--- src/rtl/top_stim_pkg.sv ---
// Shared widths, state encoding and LFSR step for the top_stim_check slice.
package top_stim_pkg;

  localparam int unsigned W_SMALL = 2;
  localparam int unsigned W_QUAD  = 40;
  localparam int unsigned W_WIDE  = 70;

  localparam logic [31:0] LFSR_MASK = 32'h8020_0003;

  typedef enum logic [1:0] {
    ST_IDLE,
    ST_RUN,
    ST_DONE
  } state_e;

  // Galois step, taps 32,22,2,1, shifting right
  function automatic logic [31:0] lfsr_next(input logic [31:0] l);
    return l[0] ? ((l >> 1) ^ LFSR_MASK) : (l >> 1);
  endfunction

endpackage

--- src/rtl/top_stim_if.sv ---
// Stimulus/response bundle between the checker (master) and the datapath under test (slave).
interface top_stim_if;
  import top_stim_pkg::*;

  logic [W_SMALL-1:0] in_small;
  logic [W_QUAD-1:0]  in_quad;
  logic [W_WIDE-1:0]  in_wide;
  logic [W_SMALL-1:0] out_small;
  logic [W_QUAD-1:0]  out_quad;
  logic [W_WIDE-1:0]  out_wide;

  modport master (
    output in_small, in_quad, in_wide,
    input  out_small, out_quad, out_wide
  );

  modport slave (
    input  in_small, in_quad, in_wide,
    output out_small, out_quad, out_wide
  );

endinterface

--- src/rtl/top_stim_lfsr32.sv ---
// 32-bit Galois LFSR with synchronous load and advance; reset value set by parameter.
module top_stim_lfsr32
  import top_stim_pkg::*;
#(
  parameter logic [31:0] RESET_VAL = 32'h1
) (
  input  logic        clk,
  input  logic        reset_l,
  input  logic        load,
  input  logic [31:0] seed,
  input  logic        advance,
  output logic [31:0] q
);

  logic [31:0] q_q, q_d;

  always_comb begin
    q_d = q_q;
    if (load)
      q_d = seed;
    else if (advance)
      q_d = lfsr_next(q_q);
  end

  always_ff @(posedge clk or negedge reset_l) begin
    if (!reset_l) q_q <= RESET_VAL;
    else          q_q <= q_d;
  end

  assign q = q_q;

endmodule

--- src/rtl/top_stim_check.sv ---
// Drives corner + LFSR vectors into a +1 datapath and checks each response on the following edge.
module top_stim_check
  import top_stim_pkg::*;
#(
  parameter int unsigned NUM_VECTORS = 256,
  parameter logic [31:0] SEED        = 32'hACE1_2468
) (
  input  logic        clk,
  input  logic        reset_l,
  input  logic        start,
  top_stim_if.master  dut,
  output logic        busy,
  output logic        done,
  output logic        pass,
  output logic        mismatch,
  output logic [15:0] vec_count,
  output logic [15:0] err_count
);

  localparam logic [31:0] SEED_EFF = (SEED == 32'h0) ? 32'h1 : SEED;
  localparam logic [15:0] LAST_IDX = 16'(NUM_VECTORS - 1);

  state_e             state_q, state_d;
  logic [15:0]        idx_q, idx_d;
  logic [W_SMALL-1:0] small_q, small_d;
  logic [W_QUAD-1:0]  quad_q, quad_d;
  logic [W_WIDE-1:0]  wide_q, wide_d;
  logic [15:0]        vec_count_q, vec_count_d;
  logic [15:0]        err_count_q, err_count_d;
  logic               mismatch_q, mismatch_d;

  logic        lfsr_load, lfsr_adv;
  logic [31:0] lfsr_q;
  logic        vec_fail;

  top_stim_lfsr32 #(.RESET_VAL(SEED_EFF)) u_lfsr (
    .clk     (clk),
    .reset_l (reset_l),
    .load    (lfsr_load),
    .seed    (SEED_EFF),
    .advance (lfsr_adv),
    .q       (lfsr_q)
  );

  // One failing vector counts once no matter how many ports differ
  assign vec_fail = (dut.out_small != small_q + W_SMALL'(1))
                  | (dut.out_quad  != quad_q  + W_QUAD'(1))
                  | (dut.out_wide  != wide_q  + W_WIDE'(1));

  always_comb begin
    state_d     = state_q;
    idx_d       = idx_q;
    small_d     = small_q;
    quad_d      = quad_q;
    wide_d      = wide_q;
    vec_count_d = vec_count_q;
    err_count_d = err_count_q;
    mismatch_d  = 1'b0;
    lfsr_load   = 1'b0;
    lfsr_adv    = 1'b0;
    unique case (state_q)
      ST_IDLE, ST_DONE: begin
        if (start) begin
          state_d     = ST_RUN;
          idx_d       = '0;
          small_d     = '0;
          quad_d      = '0;
          wide_d      = '0;
          vec_count_d = '0;
          err_count_d = '0;
          lfsr_load   = 1'b1;
        end
      end
      ST_RUN: begin
        vec_count_d = vec_count_q + 16'd1;
        err_count_d = err_count_q + 16'(vec_fail);
        mismatch_d  = vec_fail;
        idx_d       = idx_q + 16'd1;
        if (idx_q == LAST_IDX) begin
          state_d = ST_DONE;
          small_d = '0;
          quad_d  = '0;
          wide_d  = '0;
        end else if (idx_q == 16'd0) begin
          small_d = '1;
          quad_d  = '1;
          wide_d  = '1;
        end else begin
          // LFSR still holds SEED when vector 2 is loaded; it steps as each LFSR vector is consumed
          small_d  = lfsr_q[1:0];
          quad_d   = {lfsr_q[7:0], lfsr_q};
          wide_d   = {lfsr_q[5:0], lfsr_q, lfsr_q};
          lfsr_adv = 1'b1;
        end
      end
      default: state_d = ST_IDLE;
    endcase
  end

  always_ff @(posedge clk or negedge reset_l) begin
    if (!reset_l) begin
      state_q     <= ST_IDLE;
      idx_q       <= '0;
      small_q     <= '0;
      quad_q      <= '0;
      wide_q      <= '0;
      vec_count_q <= '0;
      err_count_q <= '0;
      mismatch_q  <= 1'b0;
    end else begin
      state_q     <= state_d;
      idx_q       <= idx_d;
      small_q     <= small_d;
      quad_q      <= quad_d;
      wide_q      <= wide_d;
      vec_count_q <= vec_count_d;
      err_count_q <= err_count_d;
      mismatch_q  <= mismatch_d;
    end
  end

  assign dut.in_small = small_q;
  assign dut.in_quad  = quad_q;
  assign dut.in_wide  = wide_q;

  assign busy      = (state_q == ST_RUN);
  assign done      = (state_q == ST_DONE);
  assign pass      = done && (err_count_q == 16'd0);
  assign mismatch  = mismatch_q;
  assign vec_count = vec_count_q;
  assign err_count = err_count_q;

endmodule
--- src/flat_wrapper.sv ---
// flat-port wrapper written by rule: the top's interface ports become plain ports
module top_stim_check_flat import top_stim_pkg::*;
#(
  parameter int unsigned NUM_VECTORS = 256,
  parameter logic [31:0] SEED        = 32'hACE1_2468
)
  (clk, reset_l, start, busy, done, pass, mismatch, vec_count, err_count, dut_in_small, dut_in_quad, dut_in_wide, dut_out_small, dut_out_quad, dut_out_wide);
  top_stim_if dut_i ();
  input  logic clk;
  input  logic reset_l;
  input  logic start;
  output logic busy;
  output logic done;
  output logic pass;
  output logic mismatch;
  output logic [15:0] vec_count;
  output logic [15:0] err_count;
  output wire logic [$bits(dut_i.in_small)-1:0] dut_in_small;
  output wire logic [$bits(dut_i.in_quad)-1:0] dut_in_quad;
  output wire logic [$bits(dut_i.in_wide)-1:0] dut_in_wide;
  input wire logic [$bits(dut_i.out_small)-1:0] dut_out_small;
  input wire logic [$bits(dut_i.out_quad)-1:0] dut_out_quad;
  input wire logic [$bits(dut_i.out_wide)-1:0] dut_out_wide;
  assign dut_in_small = dut_i.in_small;
  assign dut_in_quad = dut_i.in_quad;
  assign dut_in_wide = dut_i.in_wide;
  assign dut_i.out_small = dut_out_small;
  assign dut_i.out_quad = dut_out_quad;
  assign dut_i.out_wide = dut_out_wide;
  top_stim_check #(.NUM_VECTORS(NUM_VECTORS), .SEED(SEED)) u_core (.clk(clk), .reset_l(reset_l), .start(start), .dut(dut_i), .busy(busy), .done(done), .pass(pass), .mismatch(mismatch), .vec_count(vec_count), .err_count(err_count));
endmodule
--- config.mk ---
export PLATFORM = sky130hd
export DESIGN_NAME = top_stim_check_flat
export DESIGN_NICKNAME = d
export VERILOG_FILES = /design/src/rtl/top_stim_pkg.sv /design/src/rtl/top_stim_if.sv /design/src/rtl/top_stim_lfsr32.sv /design/src/rtl/top_stim_check.sv /design/src/flat_wrapper.sv
export SDC_FILE = /design/constraint.sdc
export NUM_CORES = 1
export LEC_CHECK = 0
export BUFFER_PORTS_ARGS = -buffer_cell sky130_fd_sc_hd__buf_2
export CORE_MARGIN = 4
export CORE_UTILIZATION = 56
export CTS_CLUSTER_SIZE = 24
export DETAILED_ROUTE_END_ITERATION = 6
export PLACE_DENSITY = 0.93
export SLEW_MARGIN = 20
export SYNTH_ARGS = -nofsm -noshare
export SYNTH_HDL_FRONTEND = slang
export SYNTH_SLANG_ARGS = --single-unit
--- constraint.sdc ---
create_clock -name clk -period 10.7 [get_ports clk]
set_clock_uncertainty 0.2 [all_clocks]
set_input_delay 2.675 -clock clk [delete_from_list [all_inputs] [get_ports clk]]
set_output_delay 2.675 -clock clk [all_outputs]
set_load 0.01 [all_outputs]
Word-level counts from Yosys, hierarchy flattened
Index checks and enable logic that the tools add are counted. Widths: inputs -> output; s select.

Register bits: 195. Bits of input ports: 115. Output and inout port bits: 148. Word-level logic and storage cells: 63.

Add/sub/neg operators: 6. Equality and inequality tests: 8. Multiplexer cells: 28. Bitwise operators: 3. Reduce and logical (&&, ||, !) cells: 9.

Operators by type and width (count): $mux 70 (3); $pmux 70 s2 (1); $mux 40 (3); $mux 32 (3); $pmux 16 s2 (3); $pmux 40 s2 (1); $add 70x1->70 const B (1); $ne 70x70->1 (1); $add 40x1->40 const B (1); $ne 40x40->1 (1); $add 16x1->16 const B (2); $logic_not 16->1 (2); $add 16x1->16 (1); $eq 16x8->1 const B (1); $mux 16 (1); $mux 2 (5); $pmux 2 s2 (2); $mux 1 (6); $not 3->4 (1); $reduce_and 2->1 (2); $reduce_bool 2->1 (2); $add 2x1->2 const B (1); $eq 2x1->1 const B (1); $eq 2x2->1 const B (1); other kinds (7) (8).

Depth between registers and ports, before layout
Gate-level depths: netlist of run 1.

Depth in word-level cells: 6. Gate-level depth with buffers: 19.

Modules after synthesis
Synthesis of run 1 repeated with hierarchy kept, for this count alone.

Cell total of the unflattened synthesis: 1054. Area, all modules: 8750.9 µm².

Modules (own cells, without submodules): top_stim_check (times used 1, cells each 911, area an instance 7205.7 µm², sequential area each 2077.0 µm²); top_stim_lfsr32 (times used 1, cells each 143, area an instance 1545.2 µm², sequential area each 817.0 µm²).

Worst setup path after synthesis of run 1
No wires, ideal clock.

Path type: input -> register. Start: input port dut_out_wide[59]. End: register u_core.err_count_q[14], in the netlist u_core.err_count[14]. Library setup time: 0.083 ns. Data arrival time: 5.392 ns. Path slack: 5.025 ns. Cell stages on the path: 15. Buffers on the path: 0. Path through: xor2_1 -> nor4_1 -> nand3_1 -> mux2_2 -> a211o_1 -> or4_4 -> nor4_4 -> nand2_1 -> ha_1 -> and4_1 -> nand3_1 -> nor2_1 -> a21oi_1 -> o21ai_0 -> o21ai_0.

Longest elaborated chain between the ends: 4.

Ends and longest elaborated chain: start, declared (RTL line flat_wrapper.sv:23) `input wire logic [$bits(dut_i.out_wide)-1:0] dut_out_wide;`; $ne 70x70->1 (RTL line top_stim_check.sv:48) `| (dut.out_wide != wide_q + W_WIDE'(1));`; $or 1x1->1 (RTL line top_stim_check.sv:48); $add 16x1->16 (RTL line top_stim_check.sv:76) `err_count_d = err_count_q + 16'(vec_fail);`; $pmux 16 s2 (RTL line top_stim_check.sv:61) `unique case (state_q)`; end signal, assigned (RTL line top_stim_check.sv:117) `err_count_q <= err_count_d;`; end, declared (RTL line top_stim_check.sv:29) `logic [15:0] err_count_q, err_count_d;`.

Every way passes these cells. A chain may end at the register's enable or synchronous reset.

Worst setup path in the final report of run 1
Start: input port dut_out_wide[59]. End: register u_core.err_count_q[12], in the netlist u_core.err_count[12].

Same word-level chain as after synthesis.

==> impl_metrics.toml, run 1 <==
[clock_network]
cts_max_path_buffers = 2
cts_resized = 0
htreeDepth = 4
cts_tree = "yes"
cts_hold_buffers = 0
clk_latency_ns = 0.42
post_cts_buffers = 0
cts_root_buf = "clkbuf_16"
cts_buffers = 17
cts.clk_slew.worst_paths_ns = 0.06
clkSinkCount = 115

[sta]
fin_crit_sh_pct = 55.5
hold_viol_final = 0
max_freq_mhz = 168
setup_viol = 0
setup_slack_ns = 4.76
whs_ns = 0.267
tightest_slew_ns = 1.03
slew_viol_final = 0
period_minus_slack_ns = 5.94
rsz0062_at_grt = "false"
setup_tns_ns = 0
slew_headroom_pct = 31.3

[critical_path]
cp_data_arrival_time_ns = 6.07
worstSetupPathType = "in2reg"
cp-end-kind = "flop"
crit_required_ns = 10.83
max_stage_delay_ns = 0.54
crit_fanout = 4
cp-start-kind = "input pin"
path_cells = "buf_2, xor2_1, and4_1, nand2_1, mux2_2, a211o_1, or4_4, nor4_4, nand2_1, ha_1, and4_1, nand3_1, nor2_1, a21oi_1, o21ai_0, o21ai_0"
cp_slowest_cell = "or4_4"

[synthesis]
yosysSeqAreaShare_pct = 35.6
synth_warnings = 0
synth.distinct_cells = 66
syn_inst = 1010
synth_fp_nets = 1131
yosysTopAreaCellShare_pct = 31.4
netlist_area_um2 = 8130
synth-edff-count = 0
async_flop_share_pct = 100
synth.area.top_cells = "dfrtp_1 (31%), buf_4 (7.4%), nand2_1 (6.7%)"
ys_seq_elements = 115
yosys.area.top_type = "dfrtp_1"
syn_avg_cell_area_um2 = 8.05
synth_flop_cell = "dfrtp_1"

[placed_design]
portBuffers = 262
dp_slack_ns = 4.46
gp_congestion = 0.994
dp_hpwl_mm = 19.2
placed_area_um2 = 8910
placed_cells = 1321

[pwr]
p_per_area_nw_per_um2 = 254
peakVddDrop_mv = 0.169
power_mw = 2.40
p_leak_nw = 4.33

[route]
vias = 8372
detail_route.drc_violations = 0
wire_per_inst_um = 19.5
ant_nets = 0
viasPerCell = 6.18
totalWireLength_mm = 26.4
first_iter_violations = 990
firstDrtPassIters = 5

[grt]
grt.total_usage_pct = 30.9
met3_usage_pct = 5.40
grt_first_pass_wirelength_mm = 40.6
grt_pass1_vias = 7810
grt_max_degree = 82
top_usage_layer = "met2"
antenna_found_initial = 1
grt_overflow = 0
met1_usage_pct = 38.0
use_met2_pct = 51.7

[floorplanning]
core_um2 = 14000
io_pins = 263
die_x_um = 128
floorplan.initialDensity_pct = 57.9
fp.dieH_um = 128
rows = 43
die_area_um2 = 16500

[final_layout]
multi_input_area_um2 = 4370
fillerInstances = 1124
fin_nets = 1281
post-route-util_pct = 67.4
design_area_um2 = 9460
finalNonFillerCells = 1354
seq_area_um2 = 2890
syn2layout_area_growth_pct = 16.4
drive_above_1_share_pct = 28.7

[job]
cap_viol_max_count = 0

[run_status]
outcome = "finished clean"

[worst_hold_path]
hp-class = "reg2reg"
-- state kept, by name (all words and copies together) (netlist names) --
name,cells
u_core.dut.in_wide,32
u_core.u_lfsr.q,32
u_core.err_count,16
u_core.idx_q,16
u_core.vec_count,16
u_core.state_q,2
u_core.mismatch,1
-- metal layers --
metal	wire, µm	vias to the layer above
met5	0	-
met4	1500	0
met3	2600	110
met2	12600	545
li1	-	3829
met1	9650	3888
-- cells by family (layout without fill, tap and decap cells) --
group | Yosys count | in the layout | share of synthesized area, %
xor gates and xnor gates | 66 | 66 | 7.11
buffers and inverters | 154 | 317 | 11.0
muxes | 19 | 19 | 2.39
and+or+nand+nor | 464 | 464 | 28.9
AOI/OAI and AO/OA | 186 | 186 | 14.1
DFF | 115 | 115 | 35.6
adders and majority gates | 6 | 6 | 0.923
other | 0 | 1 | 0
-- area by class of cell --
class / instances / share of cell area, %
Antenna cell: 1 / 0.0264
Clock buffer: 18 / 4.54
Clock inverter: 14 / 1.22
Inverter: 15 / 0.595
Multi-Input combinational cell: 741 / 46.1
Sequential cell: 115 / 30.6
Tap cell: 180 / 2.38
Timing Repair Buffer: 270 / 14.5
-- path summary, 6_finish.rpt --
path	from	to	slack, ns	cells past startpoint
min in group asynchronous	reset_l	u_core.err_count[14]	2.00	1
hold / removal	u_core.u_lfsr.q[23]	u_core.u_lfsr.q[22]	0.27	2
setup reg to reg	u_core.dut.in_wide[67]	u_core.err_count[12]	4.81	15
hold reg to reg	u_core.u_lfsr.q[23]	u_core.u_lfsr.q[22]	0.27	2
setup / recovery	dut_out_wide[59]	u_core.err_count[12]	4.76	16
max in group asynchronous	reset_l	u_core.dut.in_wide[47]	6.96	2
-- synthesized netlist by cell type (6+ instances only) --
cell	count
nor2_1	75
o211ai_1	13
dfstp_2	13
buf_2	16
nand3_1	80
xor2_1	26
nand4_1	34
buf_4	80
mux2i_1	16
and4_1	11
or3_1	11
dfrtp_1	102
clkbuf_1	39
and3_1	13
o31ai_1	13
inv_1	15
a21oi_1	21
or4_1	9
and2_1	8
nand2_1	145
nand2b_1	6
o21ai_0	95
xnor2_1	40
ha_1	6
nor4_1	21
nor3_1	21
-- placed cells by master, fill, tap and decap left out, types with 17 or more instances in the layout --
cell         n
buf_2      261
xnor2_1     40
nand3_1     80
nand4_1     34
clkbuf_16   17
o21ai_0     95
nor4_1      20
nand2_1    145
xor2_1      26
a21oi_1     21
nor3_1      21
dfrtp_1    102
nor2_1      74
-- report_power, final --
| group | switching [mW] | internal (mW) | leakage [nW] | total, mW |
|---|---|---|---|---|
| clock network | 0.200 | 0.316 | 0.258 | 0.516 |
| logic | 0.533 | 0.410 | 2.63 | 0.943 |
| registers | 0.342 | 0.598 | 1.45 | 0.940 |
-- critical path, delay by kind of cell --
family                     cells  cell delay [ns]
and+or+nand+nor                8             1.70
buffers and inverters          1             0.10
muxes                          1             0.26
adders and majority gates      1             0.23
xor gates and xnor gates       1             0.35
AOI/OAI and AO/OA              4             0.73
Note: power is estimated with default switching activity, not from simulation.
==> run 2, diff against run 1 <==
Settings changed: ABC_AREA set to 1, CORE_UTILIZATION 56 to 49, PLACE_DENSITY 0.93 to 0.84.
Clock period 10.7 ns to 4.8 ns, I/O delays scaled along.
==> run 2 against run 1 <==
Highest routed layer unchanged. First-iteration DRC count is 40% higher. Critical path depth is 12 higher. Non-clock buffer count is 13 higher. Clock-buffer cell count is 4 higher. Flip-flop and latch count stayed put.
==> impl_metrics.toml, run 2 <==
[synthesis]
synth_fp_nets = 1751
synth_warnings = 0
yosysTopAreaCellShare_pct = 25.4
synth.area.mux_share_pct = 0.497
synth_most_common_cell = "nand2_1"
synth_fa_ha_area_share_pct = 0.746
synth-xor-area-share_pct = 3.39
async_flop_share_pct = 100
yosys.area.top_type = "dfrtp_1"
synth-compound-area-share_pct = 10.0
netlist_area_um2 = 10100
syn_avg_cell_area_um2 = 6.17
synth-edff-count = 0
synth.distinct_cells = 38
synth.area.top_cells = "dfrtp_1 (25%), nand2_1 (18%), nand3_1 (9.0%)"
synth_top_family_by_area = "simple AND/OR/NAND/NOR gates"
synthSimpleGateAreaFrac_pct = 41.7
yosysSeqAreaShare_pct = 28.8
syn_inst = 1630
synthTopCellsByCount = "nand2_1 (486), inv_1 (206), nor2_1 (188)"
synth_flop_cell = "dfrtp_1"
ys_seq_elements = 115

[final_layout]
final_cell_mix = "nand2_1 (486), buf_2 (261), inv_1 (206)"
syn2layout_area_growth_pct = 17.3
antenna_cells = 0
fillerInstances = 1965
final_common_cell = "nand2_1"
fin_nets = 1947
finalNonFillerCells = 2108
drive_above_1_share_pct = 20.5

[route]
ant_nets = 0
detail_route.drc_violations = 0
firstDrtPassIters = 6
first_iter_violations = 1387
wire_per_inst_um = 19.0
viasPerCell = 5.59
totalWireLength_mm = 40.1
vias = 11800

[critical_path]
worst_path_most_repeated_cell = "nand2_1"
max_stage_delay_ns = 0.41
cp_data_arrival_time_ns = 4.59
r2r_end = "u_core.err_count[12]"
regToRegStartpoint = "u_core.dut.in_wide[65]"
cp-start-kind = "flop"
reg2reg_depth = 28
crit_fanout = 12
crit_required_ns = 4.89
cp_slowest_cell = "nor2_1"
crit_start = "u_core.dut.in_wide[65]"
cp-end-kind = "flop"
worstSetupPathType = "reg2reg"
r2r_setup_slack_ns = 0.30

[clock_network]
cts_tree = "yes"
clk_latency_ns = 0.42
cts_buffers = 17
post_cts_buffers = 0
cts_root_buf = "clkbuf_16"
htreeDepth = 4
cts.clk_slew.worst_paths_ns = 0.06
cts_max_path_buffers = 2
clkSinkCount = 115

[sta]
slew_viol_final = 0
hold_viol_final = 0
slew_headroom_pct = 43.8
period_minus_slack_ns = 4.50
tightest_slew_ns = 0.842
setup_slack_ns = 0.298
max_freq_mhz = 222
setup_viol = 0
fin_crit_sh_pct = 93.8

[run_status]
outcome = "finished clean"

[pwr]
peakVddDrop_mv = 0.373
p_per_area_nw_per_um2 = 607
p_leak_nw = 6.25
power_mw = 7.17

[grt]
antenna_found_initial = 0
grt_overflow = 0
grt_first_pass_wirelength_mm = 59.9
grt_max_degree = 102
grt.total_usage_pct = 34.5
grt_pass1_vias = 10900

[placed_design]
placed_cells = 2077
portBuffers = 262
dp_slack_ns = 0.353
gp_congestion = 1.05
dp_hpwl_mm = 32.0

[job]
cap_viol_max_count = 0

[worst_hold_path]
min_path_cells = 1
worstHoldEndpoint = "u_core.vec_count[15]"
worstHoldStart = "u_core.vec_count[15]"
hp-class = "reg2reg"

[floorplanning]
die_x_um = 151
fp.dieH_um = 151
io_pins = 263
rows = 52
floorplan.initialDensity_pct = 49.7
core_um2 = 20200
die_area_um2 = 22900
[run 2: cell types whose count changed after synthesis, sizes merged, moves of 18 or more]
cell,before,now
clkbuf,39,16
nand4,37,19
nand3,80,181
nor4,24,5
xnor2,40,9
nand3b,2,33
inv,15,207
o21ai,95,124
nand2,145,497
nor2,75,211
[run 2: logic make-up after synthesis]
logic type                 Yosys count
buffers and inverters              314
adders and majority gates            6
AOI/OAI and AO/OA                  187
DFF                                115
and+or+nand+nor                    964
xor gates and xnor gates            39
muxes                                5
[run 2: critical path: cells and delay by family (launching register included)]
family          cells  cell delay, ns
xor+xnor            1            0.22
flops               1            0.36
buf+inv             3            0.36
compound gates      3            0.26
fa+ha+maj           1            0.24
simple gates       20            2.71
[run 2: layout make-up]
| type | count | area [µm²] | share of cell area [%] |
|---|---|---|---|
| inverters | 208 | 781 | 6.61 |
| repair buffers | 283 | 1480 | 12.6 |
| clock inverters | 9 | 126 | 1.07 |
| clock buffers | 22 | 494 | 4.19 |
| well taps | 270 | 338 | 2.86 |
| multi-input cells | 1201 | 5670 | 48.0 |
| flip-flops and latches | 115 | 2910 | 24.6 |
[run 2: timing repair]
item	4_1_cts	5_1_grt
endpoints found under the setup margin	0	7
hold buffers	0	0
resized for setup	0	12
[run 2: through the flow]
step,setup TNS [ns],cell area [µm²],utilization (%),hold WS (ns)
global placement,0,11200,55.2,0.262
floorplan,0,10100,-,0.250
global route,-0.00626,11800,58.3,0.307
finish,0,11800,58.3,0.281
detailed placement,0,11200,55.2,0.268
CTS,0,11800,58.3,0.280
[run 2: power breakdown]
| part | switching [mW] | internal, mW | total, mW | leakage (nW) |
|---|---|---|---|---|
| Sequential | 0.591 | 1.39 | 1.98 | 1.40 |
| Combinational | 2.57 | 1.30 | 3.87 | 4.54 |
| Clock | 0.436 | 0.878 | 1.31 | 0.308 |
[run 2: routing by layer]
metal / global-route usage [%] / vias to the layer above / wire (µm)
met1: 44.9 / 5400 / 15200
li1: - / 5530 / -
met2: 55.0 / 713 / 18200
met4: 17.1 / 0 / 2190
met5: 0 / - / 0
met3: 6.22 / 144 / 4580
[run 2: worst max path at each step]
stage                                       to
final                     u_core.err_count[12]
after global routing      u_core.err_count[14]
after CTS                 u_core.err_count[12]
after detailed placement  u_core.err_count[12]
after global placement    u_core.err_count[14]
after floorplan           u_core.err_count[14]
==> run 3, diff against run 2 <==
Settings changed: CORE_UTILIZATION 49 to 32, PLACE_DENSITY 0.84 to 0.61.
==> run 3 against run 2 <==
The run now ends with DRC left. Maximum frequency is 0.47% higher. Register-to-register slack better by 0.02 ns. First-iteration DRC count is 19% lower. Clock power is 3% higher. Die area is 50% higher. Critical path type unchanged. Critical endpoint is now u_core.err_count[14]. Largest power group unchanged. Highest routed layer unchanged.
==> impl_metrics.toml, run 3 (synthesized netlist as in run 2, its figures left out) <==
[run_status]
outcome = "finished, violations left"
violations = "DRC"

[sta]
setup_tns_ns = 0
max_freq_mhz = 223
period_minus_slack_ns = 4.48
setup_viol = 0
tightest_slew_ns = 0.965
fin_crit_sh_pct = 93.3
slew_viol_final = 0
rsz0062_at_grt = "false"
setup_slack_ns = 0.320
slew_headroom_pct = 35.7
hold_viol_final = 0

[grt]
antenna_found_initial = 0
grt_max_degree = 77
grt_overflow = 0
grt_pass1_vias = 10900
grt_first_pass_wirelength_mm = 62.7
grt.total_usage_pct = 23.8

[route]
firstDrtPassIters = 7
detail_route.drc_violations = 1
wire_per_inst_um = 18.8
ant_nets = 0
first_iter_violations = 1124
totalWireLength_mm = 42.3
vias = 11500
viasPerCell = 5.13

[floorplanning]
floorplan.initialDensity_pct = 32.6
core_um2 = 30800
die_x_um = 185
die_area_um2 = 34400
fp.dieH_um = 185
io_pins = 263
rows = 64

[critical_path]
worst_path_most_repeated_cell = "nand2_1"
worstSetupPathType = "reg2reg"
crit_fanout = 8
cp-start-kind = "flop"
cp_slowest_cell = "dfrtp_1"
max_stage_delay_ns = 0.36
crit_required_ns = 4.92
cp_data_arrival_time_ns = 4.60
cp-end-kind = "flop"

[worst_hold_path]
hp-class = "reg2reg"

[pwr]
power_mw = 7.18
peakVddDrop_mv = 0.226
p_per_area_nw_per_um2 = 596
p_leak_nw = 6.30

[placed_design]
placed_cells = 2212
dp_slack_ns = 0.329
gp_congestion = 0.998
portBuffers = 262
dp_hpwl_mm = 34.9

[clock_network]
htreeDepth = 4
cts_root_buf = "clkbuf_16"
cts_tree = "yes"
cts_buffers = 17
cts.clk_slew.worst_paths_ns = 0.06
cts_max_path_buffers = 2
clkSinkCount = 115
clk_latency_ns = 0.40

[final_layout]
fillerInstances = 3390
seq_area_um2 = 2900
fin_nets = 1958
final_common_cell = "nand2_1"
antenna_cells = 0
syn2layout_area_growth_pct = 19.7
finalNonFillerCells = 2246
drive_above_1_share_pct = 20.8
final_cell_mix = "nand2_1 (486), buf_2 (261), inv_1 (206)"
multi_input_area_um2 = 5670

[job]
cap_viol_max_count = 0
[run 3: report_power, final]
part / switching, mW / internal [mW] / leakage (nW) / total (mW)
Sequential: 0.606 / 1.39 / 1.41 / 1.99
Clock: 0.452 / 0.898 / 0.303 / 1.35
Combinational: 2.53 / 1.31 / 4.59 / 3.84
Total: 3.58 / 3.60 / 6.30 / 7.18
[run 3: per-layer routing]
layer  wire length, µm  GRT usage (%)
met3              3390           3.38
met2             19600           39.5
met4              1610           8.66
met5                 0              0
met1             17700           31.4
[run 3: path summary, 6_finish.rpt]
path                                              from                    to  slack [ns]  cells after the start
worst max-delay path            u_core.dut.in_wide[65]  u_core.err_count[14]        0.32                     28
worst min-delay path              u_core.vec_count[15]  u_core.vec_count[15]        0.27                      1
worst max register to register  u_core.dut.in_wide[65]  u_core.err_count[14]        0.32                     28
worst min register to register    u_core.vec_count[15]  u_core.vec_count[15]        0.27                      1
max in group asynchronous                      reset_l   u_core.u_lfsr.q[31]        2.75                      2
min in group asynchronous                      reset_l   u_core.vec_count[8]        0.73                      1
[run 3: critical path: cells and delay by family (launching register included)]
family / cells / cell delay [ns]
AO/OA/AOI/OAI: 2 / 0.31
AND/OR/NAND/NOR: 21 / 2.87
adder cells (fa/ha/maj): 2 / 0.39
flip-flops: 1 / 0.36
buffers and inverters: 3 / 0.28
[run 3: cell type report]
type                       count  share of cell area (%)
timing repair buffer         294                    12.9
multi-input combinational   1201                    47.1
inverter                     208                    6.48
clock buffer                  20                    3.79
sequential                   115                    24.1
tap                          396                    4.11
clock inverter                12                    1.49
[run 3: metrics by stage]
step / hold WS [ns] / utilization, % / instance area, µm²
after floorplan: 0.250 / - / 10100
after global placement: 0.268 / 36.9 / 11400
after detailed placement: 0.268 / 36.9 / 11400
after CTS: 0.278 / 39.0 / 12000
after global routing: 0.299 / 39.1 / 12000
final: 0.274 / 39.1 / 12000
[run 3: what timing repair did]
action	CTS	global route
hold buffers	0	0
endpoints found under the setup margin	0	3
resized for setup	0	8
setup buffers	0	2
